$ cat src/rtl/uart_burst_pkg.sv
`default_nettype none
// ============================================================================
//  Module      : uart_burst_pkg
//  Description : Shared definitions for the UART burst loop-back checker:
//                pattern mode encodings, checker state encoding, PRBS16 seed
//                and tap mask, and a single-step PRBS16 helper.
//  Revision    : 1.0  initial release
// ============================================================================
package uart_burst_pkg;

    // Pattern select encodings (latched at start)
    localparam logic [1:0] MODE_INC   = 2'b00;
    localparam logic [1:0] MODE_DEC   = 2'b01;
    localparam logic [1:0] MODE_PRBS  = 2'b10;
    localparam logic [1:0] MODE_CONST = 2'b11;

    // Checker sequencing states
    typedef enum logic [2:0] {
        ST_IDLE   = 3'd0,
        ST_SEND   = 3'd1,
        ST_TXWAIT = 3'd2,
        ST_RXWAIT = 3'd3,
        ST_NEXT   = 3'd4,
        ST_DONE   = 3'd5
    } state_t;

    // PRBS16 x^16+x^14+x^13+x^11+1 in right-shifting Fibonacci form:
    // feedback is the XOR of register bits 0, 2, 3 and 5, entering at bit 15.
    localparam logic [15:0] PRBS_SEED = 16'hACE1;
    localparam logic [15:0] PRBS_TAPS = 16'h002D;

    function automatic logic [15:0] prbs_step(input logic [15:0] s);
        return {^(s & PRBS_TAPS), s[15:1]};
    endfunction

endpackage
`default_nettype wire

$ cat src/rtl/burst_pattern_gen.sv
`default_nettype none
// ============================================================================
//  Module      : burst_pattern_gen
//  Description : Word pattern source for the burst checker. One instance
//                serves both transmit and compare, since the checker compares
//                against the word it last sent.
//  Ports       : sys_clk, sys_rst_n   clock / async active-low reset
//                load                 latch mode and seed, restart pattern
//                advance              step to the next pattern word
//                mode [1:0]           pattern select (inc/dec/prbs/const)
//                seed [DATA_W-1:0]    pattern seed
//                word [DATA_W-1:0]    current pattern word
//  Revision    : 1.0  initial release
// ============================================================================
module burst_pattern_gen
    import uart_burst_pkg::*;
#(
    parameter int DATA_W = 8
) (
    input  logic              sys_clk,
    input  logic              sys_rst_n,
    input  logic              load,
    input  logic              advance,
    input  logic [1:0]        mode,
    input  logic [DATA_W-1:0] seed,
    output logic [DATA_W-1:0] word
);

    logic [1:0]        r_mode;
    logic [DATA_W-1:0] r_word;
    logic [15:0]       r_prbs;

    always_ff @(posedge sys_clk or negedge sys_rst_n) begin
        if (!sys_rst_n) begin
            r_mode <= MODE_INC;
            r_word <= '0;
            r_prbs <= PRBS_SEED;
        end else if (load) begin
            r_mode <= mode;
            r_word <= seed;
            // OR-ing onto a non-zero constant keeps the LFSR out of the
            // all-zero lock-up state whatever the seed.
            r_prbs <= PRBS_SEED | {{(16-DATA_W){1'b0}}, seed};
        end else if (advance) begin
            case (r_mode)
                MODE_INC:  r_word <= r_word + 1'b1;
                MODE_DEC:  r_word <= r_word - 1'b1;
                MODE_PRBS: r_prbs <= prbs_step(r_prbs);
                default:   r_word <= r_word;
            endcase
        end
    end

    assign word = (r_mode == MODE_PRBS) ? r_prbs[DATA_W-1:0] : r_word;

endmodule
`default_nettype wire

$ cat config.mk
export PLATFORM = sky130hd
export DESIGN_NAME = burst_pattern_gen
export DESIGN_NICKNAME = d
export VERILOG_FILES = /design/src/rtl/uart_burst_pkg.sv /design/src/rtl/burst_pattern_gen.sv
export SDC_FILE = /design/constraint.sdc
export NUM_CORES = 1
export LEC_CHECK = 0
export CAP_MARGIN = 10
export CELL_PAD_IN_SITES_DETAIL_PLACEMENT = 1
export CELL_PAD_IN_SITES_GLOBAL_PLACEMENT = 2
export CORE_MARGIN = 5
export CORE_UTILIZATION = 29
export DETAILED_ROUTE_END_ITERATION = 8
export PLACE_DENSITY_LB_ADDON = 0.1
export SLEW_MARGIN = 20
export SYNTH_ARGS = -nofsm -noshare
export SYNTH_HDL_FRONTEND = slang
export SYNTH_SLANG_ARGS = --single-unit
export TNS_END_PERCENT = 50
$ cat constraint.sdc
create_clock -name sys_clk -period 1.75 [get_ports sys_clk]
set_input_delay 0.35 -clock sys_clk [delete_from_list [all_inputs] [get_ports sys_clk]]
set_output_delay 0.35 -clock sys_clk [all_outputs]
set_load 0.01 [all_outputs]
==> results of run 1 <==
==> repair_timing <==
action	in CTS	in global routing
hold buffers	0	0
endpoints found under the setup margin	11	14
buffers inserted	3	2
pin swaps	4	8
cloned	1	0
resized for setup	57	14
==> synthesized netlist by cell type (2+ instances only) <==
library cell	number
dfrtp_1	18
nor2b_1	3
dfstp_2	8
a31oi_1	5
a21oi_1	7
xnor2_1	6
nand3_1	10
nor2_1	7
mux2_2	9
inv_1	2
nor3_1	8
or3b_1	2
clkbuf_1	9
nand2b_1	2
buf_2	3
o21ai_0	6
nand4b_1	2
nand2_1	43
==> worst register-to-register path, stage by stage, from the launching register on <==
cell and delay, ns:
dfrtp_1 0.40, buf_6 0.12, nand2b_4 0.16, xnor2_4 0.15
ha_4 0.19, nand3_2 0.09, nor3_2 0.05, buf_4 0.14
o21ai_0 0.13, or3b_1 0.35
==> metal layers <==
| layer | wire length, um | global-route usage [%] | part of all wire, % | vias up |
|---|---|---|---|---|
| met5 | 0 | 0 | 0 | - |
| met2 | 2364 | 26.98 | 50 | 16 |
| met4 | 65 | 2.492 | 1.4 | 0 |
| li1 | - | - | - | 660 |
| met3 | 157 | 3.070 | 3.3 | 6 |
| met1 | 2121 | 20.35 | 45 | 658 |
==> cells in the final DEF, fill, tap and decap left out, types with 6 or more instances in the layout <==
master and n:
a21oi_1 6, buf_4 19, buf_6 11, clkdlybuf4s50_1 13, dfrtp_1 17, dfstp_2 8, mux2_4 7, nand2_1 43
nand3_1 9, nor2_1 6, nor3_1 6
==> worst max-delay path by stage <==
stage,cells after the start,endpoint,slack (ns),from
floorplan,5,r_word[6],-0.02,r_word[2]
global placement,4,r_word[5],-0.16,advance
detailed placement,4,r_word[5],-0.16,advance
CTS,5,r_word[5],-0.13,r_mode[1]
global route,8,r_word[6],-0.22,r_mode[1]
finish,9,r_word[6],-0.14,r_mode[1]
==> power groups by stage <==
stage | combinational (mW) | clock, mW | sequential [mW]
2_1_floorplan | 0.277 | 0 | 0.716
3_3_place_gp | 0.494 | 0 | 0.726
3_5_place_dp | 0.505 | 0 | 0.730
4_1_cts | 0.568 | 0.536 | 0.719
5_1_grt | 0.669 | 0.559 | 0.733
6_report | 0.610 | 0.518 | 0.725
==> registers in the layout (all words and copies together) (netlist names) <==
signal	flops
r_mode	2
r_prbs	16
r_word	8
==> cell type report <==
type	instances	area share [%]
multi-input cells	130	41.90
clock buffers	3	1.889
clock inverters	1	1.374
repair buffers	46	20.21
inverters	2	0.3434
well taps	70	4.007
flip-flops and latches	26	30.28
==> cell families (layout without fill, tap and decap cells) <==
logic type	Yosys count	after routing	share of synthesized area [%]
compound gates	25	25	9.801
xor+xnor	7	7	4.070
fa+ha+maj	1	1	0.8304
buf+inv	15	52	4.485
flops	26	26	43.85
mux	9	9	6.728
simple gates	88	88	30.23
==> results.sh, run 1 <==
export IMPL_status="finished, violations left"
export IMPL_violations="negative setup slack"
export IMPL_place_congestion=0.8634
export IMPL_wl_per_cell_um=16.94
export IMPL_start_util_pct=29.68
export IMPL_p_seq_share_pct=39.1
export IMPL_p_leak_nw=0.9054
export IMPL_relSlewSlack_pct=74.21
export IMPL_slowest_stage="dfrtp_1"
export IMPL_fill_cells=592
export IMPL_dp_hpwl_mm=3.232
export IMPL_antenna_found_initial=0
export IMPL_hold_path_class="in -> async"
export IMPL_maxSlewViolCount=0
export IMPL_holdWs_ns=0.4374
export IMPL_clockRootBuffer="clkbuf_8"
export IMPL_drt_iter0_drc=24
export IMPL_rows=26
export IMPL_grt_ovfl_total=0
export IMPL_fin_util_pct=43.07
export IMPL_diodes=0
export IMPL_syn_to_final_growth_pct=45.10
export IMPL_die_w_um=82.08
export IMPL_crit_chain="buf_6, nand2b_4, xnor2_4, ha_4, nand3_2, nor3_2, buf_4, o21ai_0, or3b_1"
export IMPL_numCtsBuffers=3
export IMPL_synth_cell_types=39
export IMPL_setup_ws_ns=-0.1400
export IMPL_ys_seq_elements=26
export IMPL_clkSinkCount=26
export IMPL_fin_crit_sh_pct=108.0
export IMPL_async_reset_ff_share_pct=100.0
export IMPL_power_mw=1.852
export IMPL_placed_cells=269
export IMPL_combPwrFrac_pct=32.9
export IMPL_ir_drop_mv=0.4292
export IMPL_port_buffer_count=21
export IMPL_vias_per_cell=4.820
export IMPL_syn_area_sq_um=1506
export IMPL_ioPinCount=22
export IMPL_grt_pass1_wl_mm=7.810
export IMPL_synth_warnings=0
export IMPL_yosysSeqAreaShare_pct=43.85
export IMPL_cts_tree="done"
export IMPL_die_h_um=82.08
export IMPL_max_cap_violations=0
export IMPL_finalHoldViolCount=0
export IMPL_grt_pass1_vias=1493
export IMPL_synth_nets=186
export IMPL_switching_share_pct=29.98
export IMPL_stdcell_count=278
export IMPL_synth_ff_type="dfrtp_1"
export IMPL_critical_path_class="reg -> reg"
export IMPL_stdcell_area_sq_um=2186
export IMPL_yosysTopAreaCell="dfrtp_1"
export IMPL_tns_ns=-0.7495
export IMPL_wl_mm=4.709
export IMPL_finalSetupViolCount=11
export IMPL_crit_path_max_fanout=5
export IMPL_p_int_mw=1.297
export IMPL_fmax_mhz=529.1
export IMPL_num_vias=1340
export IMPL_placed_cell_area_sq_um=1929
export IMPL_switching_power_mw=0.5554
export IMPL_dr_pass1_iters=4
export IMPL_drcViolationCount=0
export IMPL_arrival_ns=2.06
export IMPL_r2r_start="r_mode[1]"
export IMPL_layout_nets=224
export IMPL_clk_pin_slew_ns=0.10
export IMPL_p_clk_share_pct=27.9
export IMPL_core_sq_um=5075
export IMPL_multi_input_comb_area_sq_um=915.9
export IMPL_pre_cts_ws_ns=-0.1580
export IMPL_start_kind="flop"
export IMPL_synth_top_cell_area_share_pct=29.90
export IMPL_tightest_slew_ns=0.3868
export IMPL_grt_max_degree=27
export IMPL_syn_area_per_cell_sq_um=8.810
export IMPL_path_buf_inv=2
export IMPL_htreeDepth=1
export IMPL_timing_rr_end="r_word[6]"
export IMPL_ff2ff_setup_slack_ns=-0.14
export IMPL_period_minus_slack_ns=1.890
export IMPL_finClkSkew_ns=0.006910
export IMPL_synthTopCellsByArea="dfrtp_1, dfstp_2, nand2_1, mux2_2, xnor2_1"
export IMPL_crit_required_ns=1.92
export IMPL_synth_enable_flop_cells=0
export IMPL_critPathTopFamily="simple AND/OR/NAND/NOR gates"
export IMPL_powerDensity_nw_per_um2=847.5
export IMPL_ff2ff_path_depth=9
export IMPL_track_usage_pct=15.59
export IMPL_antenna_left=0
export IMPL_cts_buffer_depth=2
export IMPL_seqCellArea_sq_um=661.9
export IMPL_netlist_instances=171
export IMPL_rsz0062_at_grt="yes"
export IMPL_die_area_sq_um=6736
export IMPL_slowest_delay_ns=0.40
export IMPL_endpoint_kind="flop"
export IMPL_drive_gt1_share_pct=34.13
export IMPL_clock_latency_ns=0.28
Power figures use the tool's default switching activity.
==> inputs of run 2 (changes only) <==
CORE_UTILIZATION = 35   (was 29)
PLACE_DENSITY_LB_ADDON = 0.15   (was 0.1)
clock period = 2.2 ns   (was 1.75 ns; I/O delays follow)
==> run 2 against run 1 <==
  * The run now ends clean
  * Clock-buffer cell count did not move
  * Cell area fell by 14%
  * Worst setup slack improved by 0.27 ns
  * Wire length fell by 13%
  * Cell count fell by 12%
  * Non-clock buffer count fell by 13
  * Utilization rose by 3.0 points
  * Clock power fell by 22%
  * Die area fell by 15%
  * Clock skew fell by 0.0027 ns
  * Critical endpoint unchanged
==> results.sh, run 2 (synthesis gave the netlist of run 1 again) <==
export IMPL_drcViolationCount=0
export IMPL_rows=23
export IMPL_place_congestion=0.8848
export IMPL_setup_ws_ns=0.1285
export IMPL_wl_mm=4.103
export IMPL_antenna_left=0
export IMPL_min_from="r_prbs[11]"
export IMPL_arrival_ns=2.22
export IMPL_htreeDepth=1
export IMPL_crit_required_ns=2.35
export IMPL_die_h_um=75.61
export IMPL_timing_rr_end="r_word[6]"
export IMPL_relSlewSlack_pct=61.52
export IMPL_critPathTopFamily="simple AND/OR/NAND/NOR gates"
export IMPL_grt_ovfl_total=0
export IMPL_path_buf_inv=1
export IMPL_clockRootBuffer="clkbuf_8"
export IMPL_clk_pin_slew_ns=0.10
export IMPL_tightest_slew_ns=0.5758
export IMPL_die_w_um=75.61
export IMPL_grt_pass1_wl_mm=7.189
export IMPL_max_cap_violations=0
export IMPL_dp_hpwl_mm=2.950
export IMPL_powerDensity_nw_per_um2=702.0
export IMPL_drt_iter0_drc=54
export IMPL_fin_util_pct=46.11
export IMPL_grt_max_degree=27
export IMPL_clock_latency_ns=0.27
export IMPL_slowest_stage="dfrtp_2"
export IMPL_power_mw=1.323
export IMPL_crit_path_max_fanout=8
export IMPL_cts_tree="done"
export IMPL_r2r_start="r_mode[1]"
export IMPL_finClkSkew_ns=0.004220
export IMPL_track_usage_pct=16.45
export IMPL_start_util_pct=36.86
export IMPL_diodes=0
export IMPL_cts_buffer_depth=2
export IMPL_die_area_sq_um=5716
export IMPL_ioPinCount=22
export IMPL_antenna_found_initial=0
export IMPL_finalHoldViolCount=0
export IMPL_reg_top3="r_prbs x16, r_word x8, r_mode x2"
export IMPL_layout_nets=211
export IMPL_whs_path_depth=2
export IMPL_period_minus_slack_ns=2.071
export IMPL_drive_gt1_share_pct=20.00
export IMPL_final_common_cell="nand2_1"
export IMPL_port_buffer_count=21
export IMPL_endpoint_kind="flop"
export IMPL_ff2ff_path_depth=8
export IMPL_fmax_mhz=482.7
export IMPL_core_sq_um=4086
export IMPL_placed_cell_area_sq_um=1794
export IMPL_num_vias=1326
export IMPL_pre_cts_ws_ns=0.1185
export IMPL_hold_path_class="reg -> reg"
export IMPL_vias_per_cell=5.412
export IMPL_numCtsBuffers=3
export IMPL_mostFrequentLayoutCells="nand2_1, dfrtp_1, clkdlybuf4s50_1"
export IMPL_fin_crit_sh_pct=94.16
export IMPL_largest_reg_flops=16
export IMPL_ir_drop_mv=0.2670
export IMPL_stdcell_area_sq_um=1884
export IMPL_syn_to_final_growth_pct=25.08
export IMPL_maxSlewViolCount=0
export IMPL_p_leak_nw=0.7806
export IMPL_critical_path_class="reg -> reg"
export IMPL_finalSetupViolCount=0
export IMPL_ff2ff_setup_slack_ns=0.13
export IMPL_clkSinkCount=26
export IMPL_crit_chain="buf_4, nand2b_1, xnor2_1, ha_1, nor2_2, nor4b_4, nor3_1, or3b_1"
export IMPL_start_kind="flop"
export IMPL_slowest_delay_ns=0.41
export IMPL_status="completed"
export IMPL_tns_ns=0
export IMPL_grt_pass1_vias=1487
export IMPL_dr_pass1_iters=4
export IMPL_wl_per_cell_um=16.75
export IMPL_hold_end="r_prbs[11]"
export IMPL_rsz0062_at_grt="no"
export IMPL_startpoint="r_mode[1]"
export IMPL_top_register="r_prbs"
[run 2: cell types whose count changed in the layout (fill, tap and decap cells not counted), sizes merged]
cell	change
dlymetal6s2s	+1
dlygate4sd2	+7
buf	-21
[run 2: what timing repair did]
item,in CTS,in global routing
buffers inserted,1,0
setup endpoints to repair,8,2
resized for setup,12,2
hold buffers,0,0
cloned,1,0
hold endpoints to repair,0,0
[run 2: layer usage]
layer | up-vias | part of all wire [%] | track usage [%]
li1 | 637 | - | -
met1 | 668 | 48 | 22.89
met2 | 19 | 48 | 27.42
met3 | 2 | 3.2 | 1.583
met4 | 0 | 0.68 | 4.272
met5 | - | 0 | 0
[run 2: worst min-delay path, cell delays in order (launching register included)]
cell and delay, ns:
dfstp_2 0.38, nand2_1 0.05, nand3_1 0.07
[run 2: where the power goes]
part / total [mW] / switching (mW) / internal, mW
Sequential: 0.594 / 0.0634 / 0.530
Combinational: 0.327 / 0.161 / 0.166
Clock: 0.402 / 0.158 / 0.243
Total: 1.32 / 0.383 / 0.940
[run 2: worst max path at each step]
stage | end | slack [ns] | cells past startpoint
finish | r_word[6] | 0.13 | 8
global route | r_word[6] | 0.008 | 8
CTS | word[4] | 0.001 | 4
detailed placement | word[5] | 0.12 | 4
global placement | word[5] | 0.14 | 4
floorplan | r_word[6] | 0.40 | 7
[run 2: area by class of cell]
class / count / area [sq um]
tap: 50 / 62.56
timing repair buffer: 33 / 297.8
fill: 478 / 2202
clock buffer: 3 / 41.29
clock inverter: 1 / 30.03
inverter: 2 / 7.507
multi-input combinational: 130 / 783.3
sequential: 26 / 661.9
[run 2: metrics by stage]
step / std cells / hold slack (ns)
floorplan: 171 / 0.1444
global placement: 239 / 0.4766
detailed placement: 239 / 0.4850
CTS: 245 / 0.5038
global route: 245 / 0.5198
finish: 245 / 0.4978
